[src/rtl/activity_pkg.sv]
// Shared types and helpers for the switching-activity monitor.
package activity_pkg;

    // Measurement FSM: idle, accumulating a window, streaming results.
    typedef enum logic [1:0] {
        IDLE   = 2'd0,
        COUNT  = 2'd1,
        REPORT = 2'd2
    } state_e;

    // Counters are handled at this width inside sat_inc; CNT_W must not exceed it.
    localparam int SAT_W = 32;

    // Width of a bit index for a vector of `width` signals (at least 1 bit).
    function automatic int idx_width(input int width);
        return (width > 1) ? $clog2(width) : 1;
    endfunction

    // Saturating increment. Returns {sat, next}: sat is set when an increment
    // is requested while the counter already sits at max_val.
    function automatic logic [SAT_W:0] sat_inc(input logic [SAT_W-1:0] cnt,
                                               input logic [SAT_W-1:0] max_val,
                                               input logic             en);
        logic [SAT_W:0] res;
        res = {1'b0, cnt};
        if (en) begin
            if (cnt == max_val) begin
                res[SAT_W] = 1'b1;
            end else begin
                res = {1'b0, cnt + 1'b1};
            end
        end
        return res;
    endfunction

endpackage

[src/rtl/activity_bit_counter.sv]
// Per-signal activity counters: toggle count, high-cycle count and a sticky
// saturation flag, plus the previous sample used for toggle detection.
module activity_bit_counter
    import activity_pkg::*;
#(
    parameter int CNT_W = 16
) (
    input  logic             clk,
    input  logic             rst,
    input  logic             i_clear,
    input  logic             i_en,
    input  logic             i_sig,
    output logic [CNT_W-1:0] o_tog,
    output logic [CNT_W-1:0] o_high,
    output logic             o_sat
);

    localparam logic [SAT_W-1:0] CNT_MAX = SAT_W'({CNT_W{1'b1}});

    logic             r_prev;
    logic [CNT_W-1:0] r_tog;
    logic [CNT_W-1:0] r_high;
    logic             r_sat;

    logic [SAT_W:0]   w_tog_inc;
    logic [SAT_W:0]   w_high_inc;

    assign w_tog_inc  = sat_inc(SAT_W'(r_tog), CNT_MAX, i_sig ^ r_prev);
    assign w_high_inc = sat_inc(SAT_W'(r_high), CNT_MAX, i_sig);

    // Clear re-arms the window and captures the reference sample; enable
    // accumulates one counted cycle.
    always_ff @(posedge clk or posedge rst) begin
        if (rst) begin
            r_prev <= 1'b0;
            r_tog  <= '0;
            r_high <= '0;
            r_sat  <= 1'b0;
        end else if (i_clear) begin
            r_prev <= i_sig;
            r_tog  <= '0;
            r_high <= '0;
            r_sat  <= 1'b0;
        end else if (i_en) begin
            r_prev <= i_sig;
            r_tog  <= CNT_W'(w_tog_inc[SAT_W-1:0]);
            r_high <= CNT_W'(w_high_inc[SAT_W-1:0]);
            r_sat  <= r_sat | w_tog_inc[SAT_W] | w_high_inc[SAT_W];
        end
    end

    assign o_tog  = r_tog;
    assign o_high = r_high;
    assign o_sat  = r_sat;

endmodule

[src/rtl/activity_counter.sv]
// Switching-activity monitor: counts per-bit toggles and high cycles over a
// start/stop window, then streams one result beat per bit over valid/ready.
module activity_counter
    import activity_pkg::*;
#(
    parameter  int WIDTH = 4,
    parameter  int CNT_W = 16,
    localparam int IDX_W = idx_width(WIDTH)
) (
    input  logic             clk,
    input  logic             rst,
    input  logic [WIDTH-1:0] sig_i,
    input  logic             start_i,
    input  logic             stop_i,
    output logic             busy_o,
    output logic             rpt_valid_o,
    input  logic             rpt_ready_i,
    output logic [IDX_W-1:0] rpt_idx_o,
    output logic [CNT_W-1:0] rpt_tog_o,
    output logic [CNT_W-1:0] rpt_high_o,
    output logic [CNT_W-1:0] rpt_cycles_o,
    output logic             rpt_sat_o,
    output logic             done_o
);

    localparam logic [SAT_W-1:0] CNT_MAX  = SAT_W'({CNT_W{1'b1}});
    localparam logic [IDX_W-1:0] LAST_IDX = IDX_W'(WIDTH - 1);

    state_e           r_state;
    logic             r_busy;
    logic             r_valid;
    logic             r_done;
    logic [IDX_W-1:0] r_idx;
    logic [CNT_W-1:0] r_cycles;
    logic             r_cyc_sat;

    logic                        w_count;
    logic                        w_clear;
    logic                        w_handshake;
    logic [SAT_W:0]              w_cyc_inc;
    logic [WIDTH-1:0][CNT_W-1:0] w_tog;
    logic [WIDTH-1:0][CNT_W-1:0] w_high;
    logic [WIDTH-1:0]            w_sat;

    // A start from IDLE, or a start in COUNT without a simultaneous stop,
    // re-arms every counter; stop wins over start so that cycle is counted.
    assign w_count     = (r_state == COUNT);
    assign w_clear     = ((r_state == IDLE) && start_i) || (w_count && start_i && !stop_i);
    assign w_handshake = r_valid && rpt_ready_i;
    assign w_cyc_inc   = sat_inc(SAT_W'(r_cycles), CNT_MAX, 1'b1);

    for (genvar gi = 0; gi < WIDTH; gi++) begin : g_bit
        activity_bit_counter #(
            .CNT_W (CNT_W)
        ) u_bit (
            .clk     (clk),
            .rst     (rst),
            .i_clear (w_clear),
            .i_en    (w_count),
            .i_sig   (sig_i[gi]),
            .o_tog   (w_tog[gi]),
            .o_high  (w_high[gi]),
            .o_sat   (w_sat[gi])
        );
    end

    // Window FSM, window-length counter and report beat sequencing.
    always_ff @(posedge clk or posedge rst) begin
        if (rst) begin
            r_state   <= IDLE;
            r_busy    <= 1'b0;
            r_valid   <= 1'b0;
            r_done    <= 1'b0;
            r_idx     <= '0;
            r_cycles  <= '0;
            r_cyc_sat <= 1'b0;
        end else begin
            r_done <= 1'b0;
            case (r_state)
                IDLE: begin
                    if (start_i) begin
                        r_state   <= COUNT;
                        r_busy    <= 1'b1;
                        r_cycles  <= '0;
                        r_cyc_sat <= 1'b0;
                    end
                end
                COUNT: begin
                    if (stop_i) begin
                        r_cycles  <= CNT_W'(w_cyc_inc[SAT_W-1:0]);
                        r_cyc_sat <= r_cyc_sat | w_cyc_inc[SAT_W];
                        r_state   <= REPORT;
                        r_valid   <= 1'b1;
                        r_idx     <= '0;
                    end else if (start_i) begin
                        r_cycles  <= '0;
                        r_cyc_sat <= 1'b0;
                    end else begin
                        r_cycles  <= CNT_W'(w_cyc_inc[SAT_W-1:0]);
                        r_cyc_sat <= r_cyc_sat | w_cyc_inc[SAT_W];
                    end
                end
                REPORT: begin
                    if (w_handshake) begin
                        if (r_idx == LAST_IDX) begin
                            r_state <= IDLE;
                            r_busy  <= 1'b0;
                            r_valid <= 1'b0;
                            r_idx   <= '0;
                            r_done  <= 1'b1;
                        end else begin
                            r_idx <= r_idx + 1'b1;
                        end
                    end
                end
                default: begin
                    r_state <= IDLE;
                    r_busy  <= 1'b0;
                    r_valid <= 1'b0;
                end
            endcase
        end
    end

    // Counters are frozen during REPORT, so the beat mux only selects flops.
    assign busy_o       = r_busy;
    assign rpt_valid_o  = r_valid;
    assign rpt_idx_o    = r_idx;
    assign rpt_tog_o    = w_tog[r_idx];
    assign rpt_high_o   = w_high[r_idx];
    assign rpt_cycles_o = r_cycles;
    assign rpt_sat_o    = r_cyc_sat | (|w_sat);
    assign done_o       = r_done;

endmodule

[config.mk]
export PLATFORM = sky130hd
export DESIGN_NAME = activity_counter
export DESIGN_NICKNAME = d
export VERILOG_FILES = /design/src/rtl/activity_pkg.sv /design/src/rtl/activity_bit_counter.sv /design/src/rtl/activity_counter.sv
export SDC_FILE = /design/constraint.sdc
export NUM_CORES = 1
export LEC_CHECK = 0
export CORE_UTILIZATION = 35
export CTS_BUF_LIST = sky130_fd_sc_hd__clkbuf_16
export DETAILED_ROUTE_END_ITERATION = 10
export PLACE_DENSITY = 0.48
export SYNTH_ARGS = -nofsm -noshare
export SYNTH_HDL_FRONTEND = slang
export SYNTH_SLANG_ARGS = --single-unit
[constraint.sdc]
create_clock -name clk -period 7.2 [get_ports clk]
set_input_delay 1.8 -clock clk [delete_from_list [all_inputs] [get_ports clk]]
set_output_delay 1.8 -clock clk [all_outputs]
set_load 0.02 [all_outputs]
# --- After elaboration in Yosys (flattened, before gate mapping) ---
# Cells that the tools add are included.
totals:
  regBits: 160
classes:
  addsub: 10
  magnitude_cmp: 1
  eq_ne: 24
  muxes: 88
  n_bitwise: 16
  n_reduce_logical: 32
ops:
  columns: ["cell", "count"]
  rows:
  - ["$mux W16", 22]
  - ["$mux W33", 8]
  - ["$mux W32", 8]
  - ["$eq A16 B16 Y1 const B", 9]
  - ["$add A16 B1 Y17 const B", 8]
  - ["$bmux W16 S2", 2]
  - ["$mux W1", 35]
  - ["$pmux W16 S2", 1]
  - ["$reduce_and A3 Y1", 9]
  - ["$reduce_bool A2 Y1", 11]
  - ["$ne A2 B2 Y1 const B", 10]
  - ["$add A16 B1 Y16 const B", 1]
  - ["$mux W2", 7]
  - ["$reduce_and A4 Y1", 3]
  - ["$or A1 B1 Y1", 10]
  - ["$pmux W1 S3", 2]
  - ["$pmux W2 S3", 1]
  - ["$eq A2 B2 Y1 const B", 2]
  - ["$logic_and A1 B1 Y1", 4]
  - ["$ne A2 B1 Y1 const B", 2]
  - ["$pmux W2 S2", 1]
  - ["$reduce_or A4 Y1", 1]
  - ["$xor A1 B1 Y1", 4]
  - ["$lt A2 B3 Y1 const B", 1]
  - ["8 further kinds", 9]

# --- Longest topological paths before layout ---
# Gate-level depths: netlist of run 1.
logic_depth:
  word_depth: 7
  depth_mapped: 8

# --- By module ---
# A second synthesis of run 1 with hierarchy kept.
hier_totals:
  hier_cells: 1090
  hier_area_um2: 10390.0
modules_own_cells:
  columns: ["mod", "instances", "cells_per_inst", "area_per_inst_um2", "seq_area_each_um2"]
  rows:
  - ["activity_bit_counter (g_bit[0].u_bit ...)", 3, 226, 2069.5, 850.8]
  - ["activity_counter", 1, 187, 2103.3, 600.6]
  - ["activity_bit_counter (g_bit[1].u_bit)", 1, 225, 2078.2, 850.8]

# --- Worst setup path after synthesis of run 1 ---
# OpenSTA, ideal clock, no wires.
synth_timing:
  path_type: "reg-to-output"
  startpoint: "reg r_idx[1] (netlist: rpt_idx_o[1])"
  endpoint: "out rpt_high_o[10]"
  arrival_ns: 1.892
  setup_slack_ns: 3.508
  path_stages_with_launch: 4
  cell_sequence: "dfrtp_1 > buf_2 > buf_1 > mux4_2"
synth_between:
  elab_chain_cells: 2
synth_rtl:
  columns: ["item", "line", "rtl"]
  rows:
  - ["from (decl)", "activity_counter.sv:33", "logic [IDX_W-1:0] r_idx;"]
  - ["from (signal assigned)", "activity_counter.sv:112", "r_idx <= r_idx + 1'b1;"]
  - ["$bmux W16 S2", "activity_counter.sv:130", "assign rpt_high_o = w_high[r_idx];"]
  - ["$mux W16 (not written as such)", "activity_counter.sv:130", null]
  - ["to (decl)", "activity_counter.sv:20", "output logic [CNT_W-1:0] rpt_high_o,"]
# Every way passes these cells. The select of a mux whose other input is x is not followed.

# --- Worst setup path after layout of run 1 ---
layout_timing:
  startpoint: "reg r_idx[1] (netlist: rpt_idx_o[1])"
  endpoint: "out rpt_high_o[1]"
# The elaborated chain is that of the path after synthesis.

==> reports/metrics.csv, run 1 <==
stage;metric;value;unit
outcome;status;finished, final reports clean;
power_and_ir_drop;Tot Pwr;2.70;mW
timing;period utilization;61.8;%
route;DR pass1 iterations;5;
clocking;CTS Buf Count;17;
logic_synthesis;top cells by area, synth;dfrtp_1 (43%), mux4_2 (7.5%), xnor2_1 (7.2%);
logic_synthesis;#FFs+latches synth;160;
clocking;setup bufs post-CTS;0;
setup_path;worst path required time;5400;ps
cells_and_area;layout net count;1006;
logic_synthesis;Post-synth EDFFs;0;
power_and_ir_drop;switching pwr;0.980;mW
power_and_ir_drop;Pint;1.72;mW
route;detailed-route via count;7503;
timing;fin worst setup slack;2750;ps
global_routing;initial antenna violation count;0;
cells_and_area;# fillers;2620;
clocking;worst-skew pair later-pin latency;430;ps
setup_path;Setup CP Type;flip-flop to output port;
logic_synthesis;top-count cell post-synth;dfrtp_1;
timing;Peak Freq;225;MHz
route;residual DRC count;0;
logic_synthesis;post-synthesis cell count;948;
logic_synthesis;synthesized area;0.00936;mm2
power_and_ir_drop;Switching Share;36.3;%
power_and_ir_drop;VDD IR max;0.155;mV
cells_and_area;layout cells sized above 1;9.10;%
flow_run;Max Cap Violations;0;
timing;Final Hold Vio Count;0;
global_routing;GRT Resource Usage Total;20.4;%
logic_synthesis;Post-synth ARST share;100;%
timing;Max Slew Vio Count;0;
power_and_ir_drop;P_leak;4.13;nW
logic_synthesis;simple-gate share of the synthesized area;24.4;%
route;Met2 Routed Length;11.8;mm
cells_and_area;Finished Core Util;41.3;%
cells_and_area;register area;0.00401;mm2
placement;HPWL Detailed;18.4;mm
cells_and_area;ANT cells;0;
route;post-DR wirelength/cell;19.9;um
route;first-iteration detailed-routing DRC count;541;
power_and_ir_drop;clock network power share;32.2;%
global_routing;pin count of the biggest net entering global routing;161;
route;routed wire length;26.5;mm
min_path;Hold Path Class;flip-flop to flip-flop;
logic_synthesis;Post-synth top cells;dfrtp_1 (160), nor2_1 (137), xnor2_1 (77), nand2_1 (73), nand3_1 (62);
floorplan;Die ar.;0.0274;mm2
placement;Final Wtd Congestion;0.794;
power_and_ir_drop;logic gate share of total power;24.8;%
setup_path;Arr. time, crit path;2650;ps
timing;Final TNS setup;0;ps
floorplan;Row Count;59;
placement;Placed Cells;1303;
floorplan;Die Width;166;um
global_routing;first-pass GRT wire length;42.3;mm
floorplan;Core Region;0.0261;mm2
route;uppermost layer routed;met4;
logic_synthesis;Mean Syn Cell Area;9.87;um2
logic_synthesis;syn_nets;967;
logic_synthesis;area leader, netlist;dfrtp_1;
logic_synthesis;Top FF cell, synth;dfrtp_1;
route;DRT antenna net count;0;
logic_synthesis;complex-gate fraction of the synthesized area;10.5;%
floorplan;initial core utilization;35.8;%
timing;slew at the pin closest to its max-slew limit;1060;ps
clocking;clk sinks;160;
clocking;hold buffer count at CTS;0;
timing;max_slew headroom;28.6;%
power_and_ir_drop;sequential share of power;43.0;%
clocking;PostCTS Resize Cnt;0;
cells_and_area;Multi-input gate area;0.00507;mm2
route;detailed-routed wire length on met3;1.01;mm
clocking;Max H-tree Level;4;
clocking;Reg clk slew, reported paths;70;ps
timing;Setup Viol. Count Final;0;
placement;post-place setup slack;2880;ps
cells_and_area;Area Overhead vs Synth;15.2;%
clocking;CTS Root Cell;clkbuf_16;
logic_synthesis;mux contribution to synthesized area;8.38;%
logic_synthesis;Adder-Cell Fraction of Synth Area;1.34;%
power_and_ir_drop;Power Density;251;mW/mm2
logic_synthesis;register area share after synthesis;42.8;%
logic_synthesis;Yosys top cell area share;42.8;%
placement;IO Port Bufs;62;
floorplan;die height;166;um
timing;Tmin final;4450;ps
timing;RSZ-0062 raised after global routing;no;
setup_path;Critical Path Sink Type;output port;
route;Via density;5.62;
logic_synthesis;Synth Area in XOR/XNOR;9.55;%
logic_synthesis;Synth cell types;68;
global_routing;grt total ovfl;0;
route;met1 wire length;13.3;mm
floorplan;I/O pins;63;
logic_synthesis;largest family of logic cells by synthesized area;simple AND/OR/NAND/NOR gates;
clocking;clk buf depth;2;
logic_synthesis;Yosys Warn Count;0;
setup_path;Startpoint Class;flip-flop;
cells_and_area;Finished Layout Cells;1335;
global_routing;vias in the first global route;7091;
setup_path;Crit Path Max Fanout;36;
clocking;CTS tree;done;
timing;clk_skew;13.2;ps
==> final timing paths <==
kind / start / to / slack (ps) / cells after the start
worst max-delay path: rpt_idx_o[1] / rpt_high_o[1] / 2750 / 2
worst min-delay path: g_bit[2].u_bit.r_prev / g_bit[2].u_bit.r_prev / 500 / 2
worst max register to register: r_state[1] / g_bit[3].u_bit.o_high[9] / 4620 / 5
worst min register to register: g_bit[2].u_bit.r_prev / g_bit[2].u_bit.r_prev / 500 / 2
max in group asynchronous: rst / g_bit[0].u_bit.o_tog[2] / 4470 / 3
min in group asynchronous: rst / g_bit[0].u_bit.o_high[5] / 1910 / 3
==> flip-flops by register name (all words and copies together), names as in the netlist, 2 cells and up <==
register,flops
rpt_idx_o,2
g_bit.u_bit.o_sat,4
rpt_cycles_o,16
g_bit.u_bit.o_tog,64
g_bit.u_bit.o_high,64
g_bit.u_bit.r_prev,4
r_state,2
==> power by group through the flow <==
stage / registers, mW / logic [mW] / clock network, mW
4_1_cts: 1.16 / 0.682 / 0.892
3_3_place_gp: 1.18 / 0.679 / 0
5_1_grt: 1.18 / 0.749 / 0.925
6_report: 1.16 / 0.670 / 0.871
2_1_floorplan: 1.09 / 0.536 / 0
3_5_place_dp: 1.18 / 0.680 / 0
==> per-layer routing <==
metal	vias to the layer above	global-route usage, %
met2	172	29.8
met3	27	2.55
met1	3717	31.1
met4	0	5.79
li1	3587	-
met5	-	0
==> cell families (layout without fill, tap and decap cells) <==
group                    Yosys count  count (layout)
AO/OA/AOI/OAI                    135             135
adder cells (fa/ha/maj)           10              10
multiplexers                      38              38
XOR/XNOR                         102             102
AND/OR/NAND/NOR                  441             441
buffers and inverters             62             114
flip-flops                       160             160
==> placed cells by master (no fill, tap or decap), drive strengths merged, types with 6 or more instances in the layout <==
cell / instances
nor3: 31
a211oi: 15
inv: 16
and3: 18
a2111oi: 11
nor3b: 8
a31oi: 18
xnor2: 77
mux2i: 6
nand2: 73
xor2: 25
mux4: 32
clkbuf: 17
nor4b: 8
a21oi: 26
o21a: 6
o21ai: 19
nand3: 62
nand4: 33
nor4: 23
or3: 7
and2: 6
ha: 10
clkinv: 12
dfrtp: 160
o211ai: 8
nor2: 137
clkdlybuf4s50: 62
and4: 19
==> metrics by stage <==
step / hold slack, ps / cell area (um2)
4_1_cts: 505 / 10800
3_5_place_dp: 488 / 10200
2_1_floorplan: 464 / 9360
3_3_place_gp: 481 / 10200
5_1_grt: 520 / 10800
6_report: 499 / 10800
==> worst max-delay path, cell delays in order (launching register included) <==
cell,delay [ps]
dfrtp_2,1010
mux4_2,630
clkdlybuf4s50_1,560
==> area by class of cell <==
type / count / share of cell area, %
clock inverters: 15 / 1.15
flip-flops and latches: 160 / 37.2
inverters: 15 / 0.569
repair buffers: 67 / 6.22
well taps: 335 / 3.89
multi-input cells: 726 / 47.1
clock buffers: 17 / 3.95
(Power assumes the default switching activity.)
==> run 2, diff against run 1 <==
Clock period 7.2 ns to 4.4 ns, I/O delays scaled along.
==> run 2 against run 1 <==
  * Utilization up 0.47 points
  * Clock skew up 2.8 ps
  * Count of clock-buffer cells in the layout unchanged
  * Setup slack worse by 1900 ps
  * Final cell count up 0.90%
  * Non-clock buffer count up 11
  * First-iteration DRC count down 3.7%
  * Critical path depth up 1
  * Sequential share of layout area down 0.42 points
  * Clock power up 65%
  * Critical path type unchanged
  * Largest cell class unchanged
==> reports/metrics.csv, run 2 (same netlist as run 1, synthesis figures left out) <==
stage;metric;value;unit;change
clocking;Max H-tree Level;4;;unchanged
setup_path;Critical Path Sink Type;output port;;
clocking;CTS Root Cell;clkbuf_16;;
setup_path;R2R Setup Slk;1970;ps;-2650 ps
flow_run;Max Cap Violations;0;;unchanged
setup_path;Crit Path Max Fanout;23;;-36%
cells_and_area;Area Overhead vs Synth;16.5;%;
timing;Final TNS setup;0;ps;unchanged
global_routing;first-pass GRT wire length;43.0;mm;+1.7%
timing;Final Hold Vio Count;0;;unchanged
clocking;setup bufs post-CTS;0;;unchanged
power_and_ir_drop;VDD IR max;0.304;mV;+96%
power_and_ir_drop;Power Density;414;mW/mm2;+65%
timing;max_slew headroom;22.9;%;-5.7 points
global_routing;vias in the first global route;7238;;+2.1%
floorplan;die height;166;um;unchanged
timing;Setup Viol. Count Final;0;;unchanged
global_routing;pin count of the biggest net entering global routing;56;;-65%
route;Via density;5.63;;+0.22%
clocking;worst-skew pair later-pin latency;440;ps;about the same
route;routed wire length;26.9;mm;+1.3%
placement;Final Wtd Congestion;0.829;;+4.5%
setup_path;Setup CP Type;flip-flop to output port;;
global_routing;initial antenna violation count;1;;+1
cells_and_area;Finished Core Util;41.7;%;+0.47 points
setup_path;Arr. time, crit path;2480;ps;-170 ps
timing;Peak Freq;280;MHz;
timing;Tmin final;3580;ps;
route;detailed-route via count;7587;;+1.1%
global_routing;GRT Resource Usage Total;20.8;%;+0.45 points
setup_path;worst path required time;3300;ps;-2100 ps
floorplan;Core Region;0.0261;mm2;unchanged
min_path;Hold Path Class;flip-flop to flip-flop;;
timing;RSZ-0062 raised after global routing;no;;
setup_path;Startpoint Class;flip-flop;;
floorplan;initial core utilization;35.8;%;unchanged
timing;period utilization;81.3;%;
cells_and_area;most frequent cells in the layout;dfrtp_1 (158), nor2_1 (137), xnor2_1 (77);;
timing;Max Slew Vio Count;0;;unchanged
power_and_ir_drop;P_leak;4.19;nW;+1.3%
route;first-iteration detailed-routing DRC count;521;;-3.7%
placement;HPWL Detailed;19.2;mm;+4.4%
clocking;hold buffer count at CTS;0;;unchanged
route;DR pass1 iterations;5;;unchanged
cells_and_area;most common cell after layout, fill and taps aside;dfrtp_1;;
route;post-DR wirelength/cell;20.0;um;+0.44%
route;DRT antenna net count;0;;unchanged
global_routing;grt total ovfl;0;;unchanged
clocking;clk sinks;160;;unchanged
floorplan;Row Count;59;;unchanged
clocking;CTS Buf Count;17;;unchanged
route;residual DRC count;0;;unchanged
clocking;clk buf depth;2;;unchanged
placement;IO Port Bufs;62;;unchanged
floorplan;Die Width;166;um;unchanged
cells_and_area;layout cells sized above 1;10.4;%;+1.3 points
floorplan;I/O pins;63;;unchanged
cells_and_area;layout net count;1017;;+1.1%
floorplan;Die ar.;0.0274;mm2;unchanged
clocking;Reg clk slew, reported paths;70;ps;about the same
clocking;PostCTS Resize Cnt;0;;unchanged
timing;slew at the pin closest to its max-slew limit;1150;ps;+89.8 ps
timing;clk_skew;16.0;ps;+2.77 ps
clocking;CTS tree;done;;
outcome;status;finished, final reports clean;;
-- run 2: area by class of cell --
class | count | area [um2]
Fill cell | 2600 | 15200
Multi-Input combinational cell | 726 | 5070
Sequential cell | 160 | 4010
Timing Repair Buffer | 78 | 791
Clock buffer | 17 | 425
Tap cell | 335 | 419
Clock inverter | 15 | 125
Inverter | 15 | 60.1
Antenna cell | 1 | 2.50
-- run 2: final timing paths --
check / start / to / cells after the start
max: rpt_idx_o[0] / rpt_high_o[12] / 3
min: g_bit[2].u_bit.r_prev / g_bit[2].u_bit.r_prev / 2
max reg2reg: g_bit[2].u_bit.o_tog[0] / g_bit[2].u_bit.o_tog[15] / 6
min reg2reg: g_bit[2].u_bit.r_prev / g_bit[2].u_bit.r_prev / 2
max in group asynchronous: rst / g_bit[3].u_bit.o_high[9] / 3
min in group asynchronous: rst / g_bit[0].u_bit.o_tog[11] / 2
-- run 2: through the flow --
stage	hold slack, ps	power [mW]	worst slack (ps)	cell area [um2]	cells
2_1_floorplan	464	2.66	1270	9360	948
3_3_place_gp	481	3.12	981	10300	1314
3_5_place_dp	485	3.12	931	10300	1314
4_1_cts	502	4.58	762	10900	1346
5_1_grt	519	4.79	707	10900	1346
6_report	497	4.52	823	10900	1347
-- run 2: layer usage --
metal,global-route usage [%],vias to the layer above,share of wire [%]
met2,30.5,174,45
met1,30.9,3785,49
met4,5.21,0,1.2
met5,0,-,0
li1,-,3604,-
met3,4.47,24,5.0
-- run 2: worst max-delay path: stages, from the launching register on --
cell,delay (ps)
dfrtp_2,780
buf_4,350
mux4_2,350
clkdlybuf4s50_1,560
-- run 2: report_power, final --
part           total [mW]  internal [mW]  switching (mW)
clock network        1.44          0.741           0.694
registers            1.86           1.60           0.256
logic                1.22          0.496           0.728
==> run 3, diff against run 2 <==
Clock period 4.4 ns to 3.7 ns, I/O delays scaled along.
==> run 3 against run 2 <==
  * First-iteration DRC count shrank 14%
  * Total power grew 21%
  * Largest power group unchanged
  * Sequential share of layout area shrank 0.16 points
==> reports/metrics.csv, run 3 (same netlist as run 1, synthesis figures left out) <==
stage;metric;value;unit;change
setup_path;R2R cell count;6;;unchanged
timing;Final TNS setup;0;ps;unchanged
cells_and_area;Finished Layout Cells;1344;;-0.22%
cells_and_area;# fillers;2554;;-1.8%
global_routing;initial antenna violation count;0;;-1
placement;Placed Cells;1314;;unchanged
clocking;Reg clk slew, reported paths;60;ps;about the same
clocking;CTS Root Cell;clkbuf_16;;
clocking;hold buffer count at CTS;0;;unchanged
floorplan;Core Region;0.0261;mm2;unchanged
outcome;status;finished, final reports clean;;
cells_and_area;ANT cells;0;;-1
floorplan;I/O pins;63;;unchanged
clocking;CTS tree;done;;
timing;Peak Freq;305;MHz;
floorplan;Die ar.;0.0274;mm2;unchanged
timing;Tmin final;3280;ps;
placement;HPWL Detailed;18.6;mm;-2.9%
min_path;min-delay src;g_bit[2].u_bit.r_prev;;
route;DRT antenna net count;0;;unchanged
setup_path;R2R Path Start;g_bit[2].u_bit.o_tog[0];;
route;residual DRC count;0;;unchanged
floorplan;Die Width;166;um;unchanged
global_routing;first-pass GRT wire length;41.8;mm;-2.8%
cells_and_area;layout net count;1017;;unchanged
setup_path;Startpoint Class;flip-flop;;
floorplan;die height;166;um;unchanged
clocking;PostCTS Resize Cnt;0;;unchanged
clocking;CTS Buf Count;17;;unchanged
power_and_ir_drop;VDD IR max;0.297;mV;-2.5%
route;DR pass1 iterations;5;;unchanged
cells_and_area;most frequent cells in the layout;dfrtp_1 (158), nor2_1 (137), xnor2_1 (77);;
setup_path;Worst R2R End;g_bit[2].u_bit.o_tog[15];;
cells_and_area;Multi-input gate area;0.00507;mm2;unchanged
placement;IO Port Bufs;62;;unchanged
power_and_ir_drop;P_leak;4.21;nW;+0.60%
floorplan;Row Count;59;;unchanged
timing;clk_skew;12.6;ps;-3.38 ps
setup_path;Critical Path Sink Type;output port;;
timing;Max Slew Vio Count;0;;unchanged
route;first-iteration detailed-routing DRC count;450;;-14%
timing;RSZ-0062 raised after global routing;no;;
timing;slew at the pin closest to its max-slew limit;991;ps;-155 ps
flow_run;Max Cap Violations;0;;unchanged
cells_and_area;layout cells sized above 1;9.91;%;-0.47 points
timing;Worst Hold Slack;502;ps;+4.68 ps
clocking;Max H-tree Level;4;;unchanged
global_routing;grt total ovfl;0;;unchanged
timing;Final Hold Vio Count;0;;unchanged
placement;Final Wtd Congestion;0.804;;-3.1%
timing;period utilization;88.7;%;
route;routed wire length;26.2;mm;-2.6%
setup_path;Setup CP Type;flip-flop to output port;;
floorplan;initial core utilization;35.8;%;unchanged
cells_and_area;Area Overhead vs Synth;17.0;%;
timing;max_slew headroom;33.3;%;+10 points
route;post-DR wirelength/cell;19.5;um;-2.4%
clocking;setup bufs post-CTS;0;;unchanged
min_path;hold worst-path end;g_bit[2].u_bit.r_prev;;
power_and_ir_drop;Power Density;497;mW/mm2;+20%
setup_path;worst path required time;2770;ps;-530 ps
setup_path;Arr. time, crit path;2360;ps;-120 ps
global_routing;pin count of the biggest net entering global routing;83;;+48%
cells_and_area;most common cell after layout, fill and taps aside;dfrtp_1;;
route;detailed-route via count;7541;;-0.61%
cells_and_area;Finished Core Util;41.9;%;+0.18 points
route;Via density;5.61;;-0.38%
setup_path;Crit Path Max Fanout;16;;-30%
clocking;clk sinks;160;;unchanged
global_routing;GRT Resource Usage Total;20.0;%;-0.79 points
global_routing;vias in the first global route;7264;;+0.36%
min_path;Hold Path Class;flip-flop to flip-flop;;
setup_path;R2R Setup Slk;1310;ps;-660 ps
clocking;worst-skew pair later-pin latency;420;ps;-20 ps
clocking;clk buf depth;2;;unchanged
min_path;WHS Path Cells;2;;unchanged
timing;Setup Viol. Count Final;0;;unchanged
cells_and_area;register area;0.00401;mm2;unchanged
## run 3: changes by cell type in the layout (fill, tap and decap cells not counted), sizes merged
cell      previous run  this run
clkinv               2         5
diode                1         0
bufinv               0         3
inv                 23        16
clkinvlp             5         4
## run 3: per-layer routing
metal	vias up	routed length, um	track usage [%]
met5	-	0	0
met4	0	161	3.72
met3	11	1260	3.80
met2	177	12000	30.7
met1	3744	12800	29.3
li1	3609	-	-
## run 3: layout make-up
cell class	instances	share of cell area, %
clock buffers	17	3.88
clock inverters	13	1.37
inverters	15	0.548
multi-input cells	726	46.3
flip-flops and latches	160	36.6
well taps	335	3.83
repair buffers	78	7.45
## run 3: report_power, final
part,total (mW),internal [mW],switching [mW]
Sequential,2.18,1.91,0.277
Clock,1.78,1.05,0.734
Combinational,1.48,0.610,0.874
Total,5.45,3.56,1.88
## run 3: worst max-delay path by stage
stage | startpoint | end | slack (ps) | cells after the start
final | rpt_idx_o[0] | rpt_tog_o[8] | 420 | 3
after global routing | rpt_idx_o[0] | rpt_tog_o[8] | 340 | 3
after CTS | rpt_idx_o[0] | rpt_tog_o[8] | 390 | 3
after detailed placement | start_i | g_bit[1].u_bit.o_tog[15] | 550 | 6
after global placement | start_i | g_bit[1].u_bit.o_tog[11] | 590 | 6
after floorplan | rst | busy_o | 750 | 1
## run 3: critical path: stages (launching register included)
cell             delay [ps]
dfrtp_2                 600
buf_12                  220
mux4_1                  560
clkdlybuf4s50_1         550
## run 3: per-stage QoR
step                total power, mW  cell area, um2  setup WS (ps)
floorplan                      3.16            9360            746
global placement               3.71           10400            586
detailed placement             3.71           10400            554
CTS                            5.52           11000            386
global route                   5.74           11000            335
finish                         5.45           11000            419
